`src/rtl/imem_loader_pkg.sv`:
```
// Shared types and constants for the boot-time instruction-memory loader.
package imem_loader_pkg;

  localparam int WORD_W         = 32;
  localparam int BYTES_PER_WORD = 4;

  typedef enum logic [2:0] {
    ST_IDLE  = 3'd0,
    ST_RECV  = 3'd1,
    ST_WRITE = 3'd2,
    ST_CHECK = 3'd3,
    ST_DONE  = 3'd4,
    ST_ERR   = 3'd5
  } state_t;

endpackage

```
`src/rtl/loader_word_assembler.sv`:
```
// Packs accepted bytes little-endian into a 32-bit word and keeps a running XOR checksum.
module loader_word_assembler
  import imem_loader_pkg::*;
(
  input  logic              clk,
  input  logic              rst,
  input  logic              clear,
  input  logic              accept,
  input  logic [7:0]        data,
  output logic [WORD_W-1:0] word,
  output logic              word_full,
  output logic [7:0]        chk
);

  localparam int CNT_BITS = $clog2(BYTES_PER_WORD);

  logic [CNT_BITS-1:0] byte_cnt;

  // byte_cnt wraps to 0 after the last byte, so the next word starts cleanly.
  always_ff @(posedge clk or negedge rst) begin
    if (!rst) begin
      byte_cnt <= '0;
      word     <= '0;
      chk      <= '0;
    end else if (clear) begin
      byte_cnt <= '0;
      word     <= '0;
      chk      <= '0;
    end else if (accept) begin
      word[{byte_cnt, 3'b000} +: 8] <= data;
      chk                           <= chk ^ data;
      byte_cnt                      <= byte_cnt + CNT_BITS'(1);
    end
  end

  assign word_full = accept && (byte_cnt == CNT_BITS'(BYTES_PER_WORD - 1));

endmodule

```
`src/rtl/imem_loader.sv`:
```
// Boot loader: streams bytes into instruction memory words, verifies an XOR checksum, gates core reset.
// Handshake: a byte transfers on a rising edge only when byte_valid && byte_ready; otherwise nothing changes.
module imem_loader
  import imem_loader_pkg::*;
#(
  parameter int          WORDS      = 256,
  parameter int          CNT_W      = 9,
  parameter logic [31:0] START_ADDR = 32'h0000_0000
) (
  input  logic              clk,
  input  logic              rst,
  input  logic              start,
  input  logic [CNT_W-1:0]  num_words,
  input  logic              byte_valid,
  input  logic [7:0]        byte_data,
  output logic              byte_ready,
  output logic              imem_we,
  output logic [31:0]       imem_addr,
  output logic [WORD_W-1:0] imem_wdata,
  output logic              busy,
  output logic              done,
  output logic              error,
  output logic              core_rst,
  output logic [2:0]        dbg_state
);

  state_t            state, state_nxt;
  logic [CNT_W-1:0]  n_q;
  logic [CNT_W-1:0]  word_idx;
  logic [CNT_W-1:0]  n_sat;
  logic [31:0]       addr_q;
  logic              load;
  logic              asm_accept;
  logic              asm_full;
  logic [7:0]        asm_chk;
  logic              word_last;

  assign n_sat      = (num_words > CNT_W'(WORDS)) ? CNT_W'(WORDS) : num_words;
  assign load       = start && (state == ST_IDLE || state == ST_DONE || state == ST_ERR);
  assign asm_accept = byte_valid && (state == ST_RECV);
  assign word_last  = (word_idx + CNT_W'(1)) == n_q;

  loader_word_assembler u_asm (
    .clk       (clk),
    .rst       (rst),
    .clear     (load),
    .accept    (asm_accept),
    .data      (byte_data),
    .word      (imem_wdata),
    .word_full (asm_full),
    .chk       (asm_chk)
  );

  // word_idx and the address only advance when another word follows, so they stay within n-1.
  always_ff @(posedge clk or negedge rst) begin
    if (!rst) begin
      state    <= ST_IDLE;
      n_q      <= '0;
      word_idx <= '0;
      addr_q   <= START_ADDR;
    end else begin
      state <= state_nxt;
      if (load) begin
        n_q      <= n_sat;
        word_idx <= '0;
        addr_q   <= START_ADDR;
      end else if (state == ST_WRITE && !word_last) begin
        word_idx <= word_idx + CNT_W'(1);
        addr_q   <= addr_q + 32'd4;
      end
    end
  end

  always_comb begin
    state_nxt  = state;
    byte_ready = 1'b0;
    imem_we    = 1'b0;
    busy       = 1'b0;
    done       = 1'b0;
    error      = 1'b0;
    core_rst   = 1'b0;
    unique case (state)
      ST_IDLE: begin
        if (start) state_nxt = (n_sat == '0) ? ST_CHECK : ST_RECV;
      end
      ST_RECV: begin
        byte_ready = 1'b1;
        busy       = 1'b1;
        if (asm_full) state_nxt = ST_WRITE;
      end
      ST_WRITE: begin
        imem_we   = 1'b1;
        busy      = 1'b1;
        state_nxt = word_last ? ST_CHECK : ST_RECV;
      end
      ST_CHECK: begin
        byte_ready = 1'b1;
        busy       = 1'b1;
        if (byte_valid) state_nxt = (byte_data == asm_chk) ? ST_DONE : ST_ERR;
      end
      ST_DONE: begin
        done     = 1'b1;
        core_rst = 1'b1;
        if (start) state_nxt = (n_sat == '0) ? ST_CHECK : ST_RECV;
      end
      ST_ERR: begin
        error = 1'b1;
        if (start) state_nxt = (n_sat == '0) ? ST_CHECK : ST_RECV;
      end
      default: state_nxt = ST_IDLE;
    endcase
  end

  assign imem_addr = addr_q;
  assign dbg_state = state;

endmodule
```
`config.mk`:
```
export PLATFORM = sky130hd
export DESIGN_NAME = imem_loader
export DESIGN_NICKNAME = d
export VERILOG_FILES = /design/src/rtl/imem_loader_pkg.sv /design/src/rtl/loader_word_assembler.sv /design/src/rtl/imem_loader.sv
export SDC_FILE = /design/constraint.sdc
export NUM_CORES = 1
export LEC_CHECK = 0
export ABC_AREA = 1
export CAP_MARGIN = 20
export CORE_AREA = 10 10 124 126
export CTS_BUF_LIST = sky130_fd_sc_hd__clkbuf_2
export DETAILED_ROUTE_END_ITERATION = 16
export DIE_AREA = 0 0 134 136
export GPL_TIMING_DRIVEN = 0
export PLACE_DENSITY_LB_ADDON = 0.1
export SYNTH_ARGS = -nofsm -noshare
export SYNTH_HDL_FRONTEND = slang
export SYNTH_HIERARCHICAL = 1
export SYNTH_SLANG_ARGS = --single-unit
```
`constraint.sdc`:
```
create_clock -name clk -period 4.8 [get_ports clk]
set_input_delay 1.2 -clock clk [delete_from_list [all_inputs] [get_ports clk]]
set_output_delay 1.2 -clock clk [all_outputs]
set_load 0.02 [all_outputs]
```
**After elaboration in Yosys (flattened, before gate mapping)**

Cells that the tools add are included.

- Bits of input ports: 21
- Register bits: 95

- Bitwise operators: 1
- Equal/unequal tests: 11
- Add/subtract/negate cells: 4
- Muxes and demuxes: 24
- Reduce and logical (&&, ||, !) cells: 15
- Shift-type cells: 2
- Magnitude comparators: 1

Operators by type and width:

| kind | count |
|---|---|
| 32-bit 2-to-1 mux | 4 |
| 32-bit by 3-bit adder with 32-bit output, second input constant | 1 |
| 32-bit bitwise mux | 1 |
| 8-bit by 7-bit variable shift with 32-bit output, first input constant | 1 |
| 8-bit by 7-bit variable part select with 32-bit output | 1 |
| 9-bit 2-to-1 mux | 3 |
| 8-bit 2-to-1 mux | 2 |
| 3-bit one-hot mux with 4 select lines | 1 |
| 9-bit by 1-bit adder with 9-bit output, second input constant | 1 |
| 9-bit == test | 1 |
| 9-bit > comparator, second input constant | 1 |
| 9-bit zero test | 1 |
| 3-bit 2-to-1 mux | 3 |
| 8-bit == test | 1 |
| 2-bit 2-to-1 mux | 4 |
| 8-bit XOR | 1 |
| 5-bit negation with 7-bit output | 1 |
| 3-bit by 2-bit == test with 1-bit output, second input constant | 2 |
| 3-bit == test, second input constant | 2 |
| 1-bit 2-to-1 mux | 6 |
| 3-bit OR reduction | 2 |
| 1-bit logical AND | 4 |
| 2-bit != test, second input constant | 2 |
| 2-bit nonzero test | 2 |
| 9 further kinds | 10 |

**Longest topological paths before layout**

Gate-level depths: netlist (run 1).

- Depth in word-level cells: 6
- Gate-level depth with buffers: 17

**By module**

The synthesis (run 1) kept the hierarchy.

By module, submodules not included:

| module | cells each | instances | area each (um^2) |
|---|---|---|---|
| imem_loader | 554 | 1 | 3653.5 |
| loader_word_assembler | 243 | 1 | 2023.2 |

**Worst setup path after synthesis (run 1)**

No wires, ideal clock.

- Kind: register -> output
- From: register state[1], in the netlist dbg_state[1]
- To: output port imem_we
- Arrival time: 1486 ps
- Required time: 3600 ps
- Path slack: 2114 ps
- Buffers on the path: 1
- Stages on the path, launching flop included: 4
- Cell sequence: dfrtp_1 -> inv_1 -> nor3_1 -> clkbuf_1

- Word-level cells in the longest chain between the ends: 2

RTL lines:

| element | RTL line | text |
|---|---|---|
| start: declaration | imem_loader.sv:27 | `state_t state, state_nxt;` |
| start signal: assignment | imem_loader.sv:62 | `state <= state_nxt;` |
| 3-bit by 2-bit == test with 1-bit output | imem_loader.sv:82 | `unique case (state)` |
| 1-bit 2-to-1 mux | imem_loader.sv:82 |  |
| end: declaration | imem_loader.sv:17 | `output logic imem_we,` |

Every way passes these cells.

**Worst setup path after layout (run 1)**

Same ends and word-level chain as after synthesis.

==> summary.txt, run 1 <==
Timing
  • Pins over their slew limit: 0
  • Hold Vio Cnt, Final: 0
  • Worst-margin pin slew: 619 ps
  • Worst relative slew slack: about three fifths
  • Skew final: 24.7 ps
  • Tcrit/Tclk final: approximately 83%
  • Total Neg Setup Slack: 0 ps
  • Fmax: between 0.2 and 0.3 GHz
  • Final-report setup violation count: 0
  • Worst hold slack: ~480 ps
  • Min Clock Period, post-route: 3990 ps
  • Worst Setup Slack, final: 813 ps
  • RSZ-0062 raised after global routing: no

Final layout
  • Area of the multi-input gates: approximately 0.0028 mm²
  • Syn-to-layout area delta: 22.4%
  • Final #Nets: 930
  • Post-Layout Cell Count: 1,083
  • Fillers: about 1,300
  • Antenna Cells: 0
  • Layout cells sized above 1: around 6.2%
  • Design area: slightly below 0.007 mm²
  • Seq. cell area: between 0.002 and 0.0025 mm²

Drt
  • Routed vias: roughly 5,500
  • Via density: between 5 and 6
  • DRC viols: 0
  • Starting DRT DRC Count: roughly 330
  • Final wirelength: ~17 mm
  • Drt first pass iters: 5
  • Routed length per instance: 15.3 µm
  • Antenna Violating Nets Remaining: 0

Setup path
  • Worst reg-to-reg path cell count: 11
  • CP Class: flop to output pin
  • Family with the most delay on the worst path: buffers and inverters
  • Max incr delay on CP: approximately 700 ps
  • Crit Path Max Fanout: 10
  • Flop-to-flop setup slack: ~2400 ps
  • Reg-to-reg startpoint: dbg_state[2]
  • Cell-by-cell trace of the critical path: inv_1 > nor3_1 > clkbuf_1 > clkdlybuf4s50_1
  • Slowest-stage cell, CP: clkdlybuf4s50_1
  • Reg2reg end: u_asm/word[10]
  • CP arrival: ~2800 ps
  • CP bufs+invs: 3
  • CP endpoint kind: output pin
  • Req. time, crit path: 3600 ps
  • Startpoint Class: flop

CTS
  • Hold bufs inserted after CTS: 0
  • Setup bufs post-CTS: 0
  • Clock latency on the worst-skew pair: between 500 and 600 ps
  • Clock transition at path regs: ~260 ps
  • CTS tree: done
  • Post-cts sizing count: 0
  • CTS buffer count: 9
  • Clock buffer depth: 2
  • H-tree depth: 3
  • Clock Tree Root: clkbuf_2
  • CTS Sinks: 93

Power
  • Power Dens Cells: just under 400 mW/mm²
  • Maximum VDD drop: roughly 0.21 mV
  • Seq pwr share: 37.9%
  • Sw Share: between 40 and 50%
  • Leakage power: roughly 3.5 nW
  • Combinational share of power: around 48%
  • Int Pwr: approximately 1.5 mW
  • Psw: approximately 1.2 mW
  • Clk pwr share: 14.6%

Job
  • Max Cap Viol: 0

Logic synthesis
  • Cells after Synth: about 800
  • Asr flop ratio synth: between 90% and 100%
  • Synth top area share: between 40% and 50%
  • Seq/Total Area, Yosys: between 40% and 50%
  • Synth area leader: dfrtp_1
  • Top-count cell post-synth: nand2_1
  • Register bit total from synthesis: 93
  • Netlist cell types: 36
  • Number of synthesized flops with an enable pin: 0
  • Synth cell count leaders: 272 x nand2_1, 95 x nand3_1, 93 x dfrtp_1
  • Synth warn: 6
  • Cell Area, Synth: ~0.0057 mm²
  • Synth Flop Type: dfrtp_1
  • Area contributors post-synth: dfrtp_1 41%, nand2_1 18%, nand3_1 8.4%, inv_1 5.6%, nand4_1 5.1%
  • Post-synthesis average cell area: ~7.1 µm²

Global routing
  • Largest net degree at the start of global routing: 67
  • First-pass GRT wire length: about 27 mm
  • Vias in the first global route: about 5,300
  • Initial antenna violation count: 0
  • Global Route met3 Usage: roughly 4.1%
  • Grt met1 use: between 20% and 30%
  • GRT overflow: 0
  • All-Layer GR Usage: between 15 and 20%
  • Grt met2 use: a little under a third
  • GRT busiest layer: met2

Placed design
  • HPWL Detailed: between 10 and 15 mm
  • Post-DP Area: 0.00684 mm²
  • Buffers on Ports: 91
  • Placement Setup Slack: approximately 1500 ps
  • Dpl cells: 1,067
  • Routability cong.: just over 0.9

Floorplanning
  • Io pins: between 90 and 100
  • Core region area: 0.0130 mm²
  • Die height: 136 µm
  • Die Area: 0.0182 mm²
  • Die Width: approximately 130 µm
  • Starting Density: between 40% and 50%
  • # rows: 42

Run status
  • Outcome: finished, final reports clean

Min path
  • Min-Delay Path Class: input port to asynchronous set/reset pin
[power groups by stage]
| stage | Clock (mW) | Sequential [mW] | Combinational, mW |
|---|---|---|---|
| floorplan | 0 | 1.08 | 0.802 |
| global placement | 0 | 1.04 | 1.26 |
| detailed placement | 0 | 1.04 | 1.29 |
| CTS | 0.407 | 1.03 | 1.29 |
| global route | 0.440 | 1.05 | 1.43 |
| finish | 0.395 | 1.03 | 1.29 |
[kinds of logic (layout without fill, tap and decap cells)]
group / Yosys count / after routing / synth area share (%)
AO/OA/AOI/OAI: 38 / 38 / 3.81
XOR/XNOR: 24 / 24 / 3.70
adder cells (fa/ha/maj): 7 / 7 / 1.54
buffers and inverters: 118 / 227 / 9.28
flip-flops: 93 / 93 / 41.0
other: 1 / 2 / 0.0661
AND/OR/NAND/NOR: 516 / 516 / 40.6
[metrics by stage]
stage,power [mW],utilization (%)
4_1_cts,2.73,53.5
5_1_grt,2.92,53.5
2_1_floorplan,1.88,-
6_report,2.71,53.5
3_3_place_gp,2.30,52.5
3_5_place_dp,2.33,52.7
[metal layers]
metal,vias to the layer above,wire [µm],share of wire (%)
li1,2785,-,-
met1,2610,7250,44
met2,128,8190,49
met3,18,951,5.7
met4,0,223,1.3
met5,-,0,0
[state kept, by name, indices dropped and copies added, names as in the netlist]
signal	flops
dbg_state	3
imem_addr	30
n_q	9
u_asm/byte_cnt	2
u_asm/chk	8
u_asm/word	32
word_idx	9
[area by class of cell]
class                   instances  share of cell area (%)
multi-input cells             587                    40.7
flip-flops and latches         93                    33.5
repair buffers                 93                    13.6
inverters                      88                    4.79
well taps                     176                    3.17
plain buffers                  30                    2.79
clock buffers                  11                   0.792
clock inverters                 5                   0.720
[how the worst max path moves through the flow]
stage	startpoint	to	cells past startpoint
2_1_floorplan	dbg_state[1]	imem_we	3
3_3_place_gp	rst	u_asm/word[13]	1
4_1_cts	dbg_state[1]	imem_we	4
5_1_grt	dbg_state[1]	imem_we	4
6_report	dbg_state[1]	imem_we	4
3_5_place_dp	dbg_state[1]	imem_we	4
[placed cells by master, fill, tap and decap left out, types with 6 or more instances in the layout]
cell type	instances
inv_1	85
nand4_1	46
o21ai_0	10
nand2_1	272
nand3_1	95
ha_1	7
a21oi_1	15
clkbuf_1	10
clkbuf_2	11
xor2_1	19
buf_4	6
nor3_1	17
clkdlybuf4s50_1	90
nor2_1	64
o21ai_1	6
dfrtp_1	93
Note: power is estimated with default switching activity, not from simulation.
==> run 2, diff against run 1 <==
==> constraint.sdc (replaced) <==
create_clock -name clk -period 3.9 [get_ports clk]
set_input_delay 0.975 -clock clk [delete_from_list [all_inputs] [get_ports clk]]
set_output_delay 0.975 -clock clk [all_outputs]
set_load 0.02 [all_outputs]
==> run 2 against run 1 <==
Sequential cell count did not move; critical endpoint unchanged; sequential share of layout area about the same; non-clock buffer count is the same; clock skew hardly changed; die area stayed put; largest power group unchanged; utilization hardly changed; critical path type unchanged.
==> summary.txt, run 2 (synthesis results as in run 1) <==
Timing
  • Pins over their slew limit: 0
  • Worst hold slack: roughly 250 ps
  • RSZ-0062 raised after global routing: no
  • Skew final: between 20 and 25 ps
  • Final-report setup violation count: 0
  • Min Clock Period, post-route: ~3600 ps
  • Tcrit/Tclk final: approximately nine tenths
  • Worst relative slew slack: roughly 60%
  • Fmax: approximately 0.28 GHz
  • Worst-margin pin slew: just over 600 ps
  • Hold Vio Cnt, Final: 0
  • Worst Setup Slack, final: 331 ps

Setup path
  • Crit Path Max Fanout: 10
  • CP endpoint kind: output pin
  • CP bufs+invs: 3
  • Slowest-stage cell, CP: clkdlybuf4s50_1
  • Family with the most delay on the worst path: buffers and inverters
  • Req. time, crit path: 2920 ps
  • CP Class: flop to output pin
  • Max incr delay on CP: 660 ps
  • Startpoint Class: flop
  • Cell-by-cell trace of the critical path: inv_1 > nor3_1 > clkbuf_2 > clkdlybuf4s50_1
  • CP arrival: roughly 2600 ps

CTS
  • CTS buffer count: 9
  • Post-cts sizing count: 0
  • Clock Tree Root: clkbuf_2
  • Clock buffer depth: 2
  • CTS Sinks: slightly above 90
  • Clock transition at path regs: 250 ps
  • H-tree depth: 3
  • Hold bufs inserted after CTS: 0
  • Clock latency on the worst-skew pair: 590 ps
  • CTS tree: done
  • Setup bufs post-CTS: 0

Drt
  • Starting DRT DRC Count: about 330
  • Final wirelength: 16.6 mm
  • Routed length per instance: 15.3 µm
  • DRC viols: 0
  • Drt first pass iters: 5
  • Via density: 5.12
  • Antenna Violating Nets Remaining: 0
  • Routed vias: between 5,000 and 6,000

Power
  • Leakage power: 3.51 nW
  • Maximum VDD drop: around 0.26 mV
  • Power Dens Cells: approximately 480 mW/mm²

Global routing
  • Vias in the first global route: between 5,000 and 6,000
  • First-pass GRT wire length: between 20 and 30 mm
  • Initial antenna violation count: 0
  • All-Layer GR Usage: around 18%
  • Largest net degree at the start of global routing: 67
  • GRT overflow: 0

Floorplanning
  • # rows: 42
  • Starting Density: a little over two fifths
  • Io pins: 94
  • Die height: approximately 140 µm
  • Core region area: about 0.013 mm²
  • Die Area: between 0.015 and 0.02 mm²
  • Die Width: around 130 µm

Final layout
  • Final #Nets: between 900 and 1,000
  • Layout cells sized above 1: between 6 and 7%
  • Max reg flops: 32
  • Most frequent cells in the layout: 272 x nand2_1, 95 x nand3_1, 93 x dfrtp_1, 90 x clkdlybuf4s50_1, 85 x inv_1
  • Syn-to-layout area delta: 22.4%
  • Antenna Cells: 0
  • Commonest non-fill, non-tap cell in the layout: nand2_1
  • Most flop-heavy register: u_asm/word

Placed design
  • HPWL Detailed: about 13 mm
  • Routability cong.: between 0.9 and 1
  • Placement Setup Slack: approximately 790 ps
  • Buffers on Ports: 91

Run status
  • Outcome: finished, final reports clean

Job
  • Max Cap Viol: 0

Min path
  • Min-Delay Path Class: input port to asynchronous set/reset pin
==> run 2: cell types whose count changed in the layout (fill, tap and decap cells not counted) <==
| cell | change |
|---|---|
| clkbuf_1 | -1 |
| clkbuf_2 | +1 |
==> run 2: final cells by class <==
class                   count  area, µm²
fillers                  1299       6030
multi-input cells         587       2830
flip-flops and latches     93       2330
repair buffers             93        943
inverters                  88        333
well taps                 176        220
plain buffers              30        195
clock buffers              11       55.1
clock inverters             5       50.0
==> run 2: stage by stage <==
| step | total power [mW] | area, µm² | utilization [%] | TNS (ps) | std cells |
|---|---|---|---|---|---|
| 4_1_cts | 3.36 | 6950 | 53.5 | 0 | 1083 |
| 6_report | 3.33 | 6950 | 53.5 | 0 | 1083 |
| 3_5_place_dp | 2.87 | 6840 | 52.7 | 0 | 1067 |
| 5_1_grt | 3.60 | 6950 | 53.5 | 0 | 1083 |
| 3_3_place_gp | 2.83 | 6810 | 52.5 | -150190 | 1065 |
| 2_1_floorplan | 2.32 | 5680 | - | 0 | 798 |
==> run 2: worst register-to-register path, cell delays in order, from the launching register on <==
cell and delay (ps):
dfrtp_1 480, inv_1 110, a21oi_1 250, inv_1 90, nor2_1 260, clkbuf_1 400
buf_6 250, inv_4 70, buf_2 190, a21oi_1 160, nand2_1 60, nand2_1 60
==> run 2: final timing paths <==
path	startpoint	end	depth (start not counted)	slack (ps)
hold / removal	rst	word_idx[7]	1	250
setup reg to reg	dbg_state[2]	u_asm/word[10]	11	1490
hold reg to reg	u_asm/word[24]	u_asm/word[24]	2	500
max in group asynchronous	rst	u_asm/word[13]	2	2980
min in group clk	u_asm/word[24]	u_asm/word[24]	2	500
setup / recovery	dbg_state[1]	imem_we	4	330
==> run 2: where the power goes <==
group | total (mW) | internal [mW] | leakage [nW] | switching (mW)
Combinational | 1.58 | 0.550 | 2.17 | 1.04
Clock | 0.483 | 0.150 | 0.0691 | 0.333
Sequential | 1.27 | 1.12 | 1.27 | 0.141
==> run 2: routing by layer <==
metal	GRT usage, %	part of all wire, %	vias up
met5	0	0	-
li1	-	-	2786
met1	22.5	43	2602
met4	6.17	1.3	0
met2	31.5	49	139
met3	4.13	6.1	18
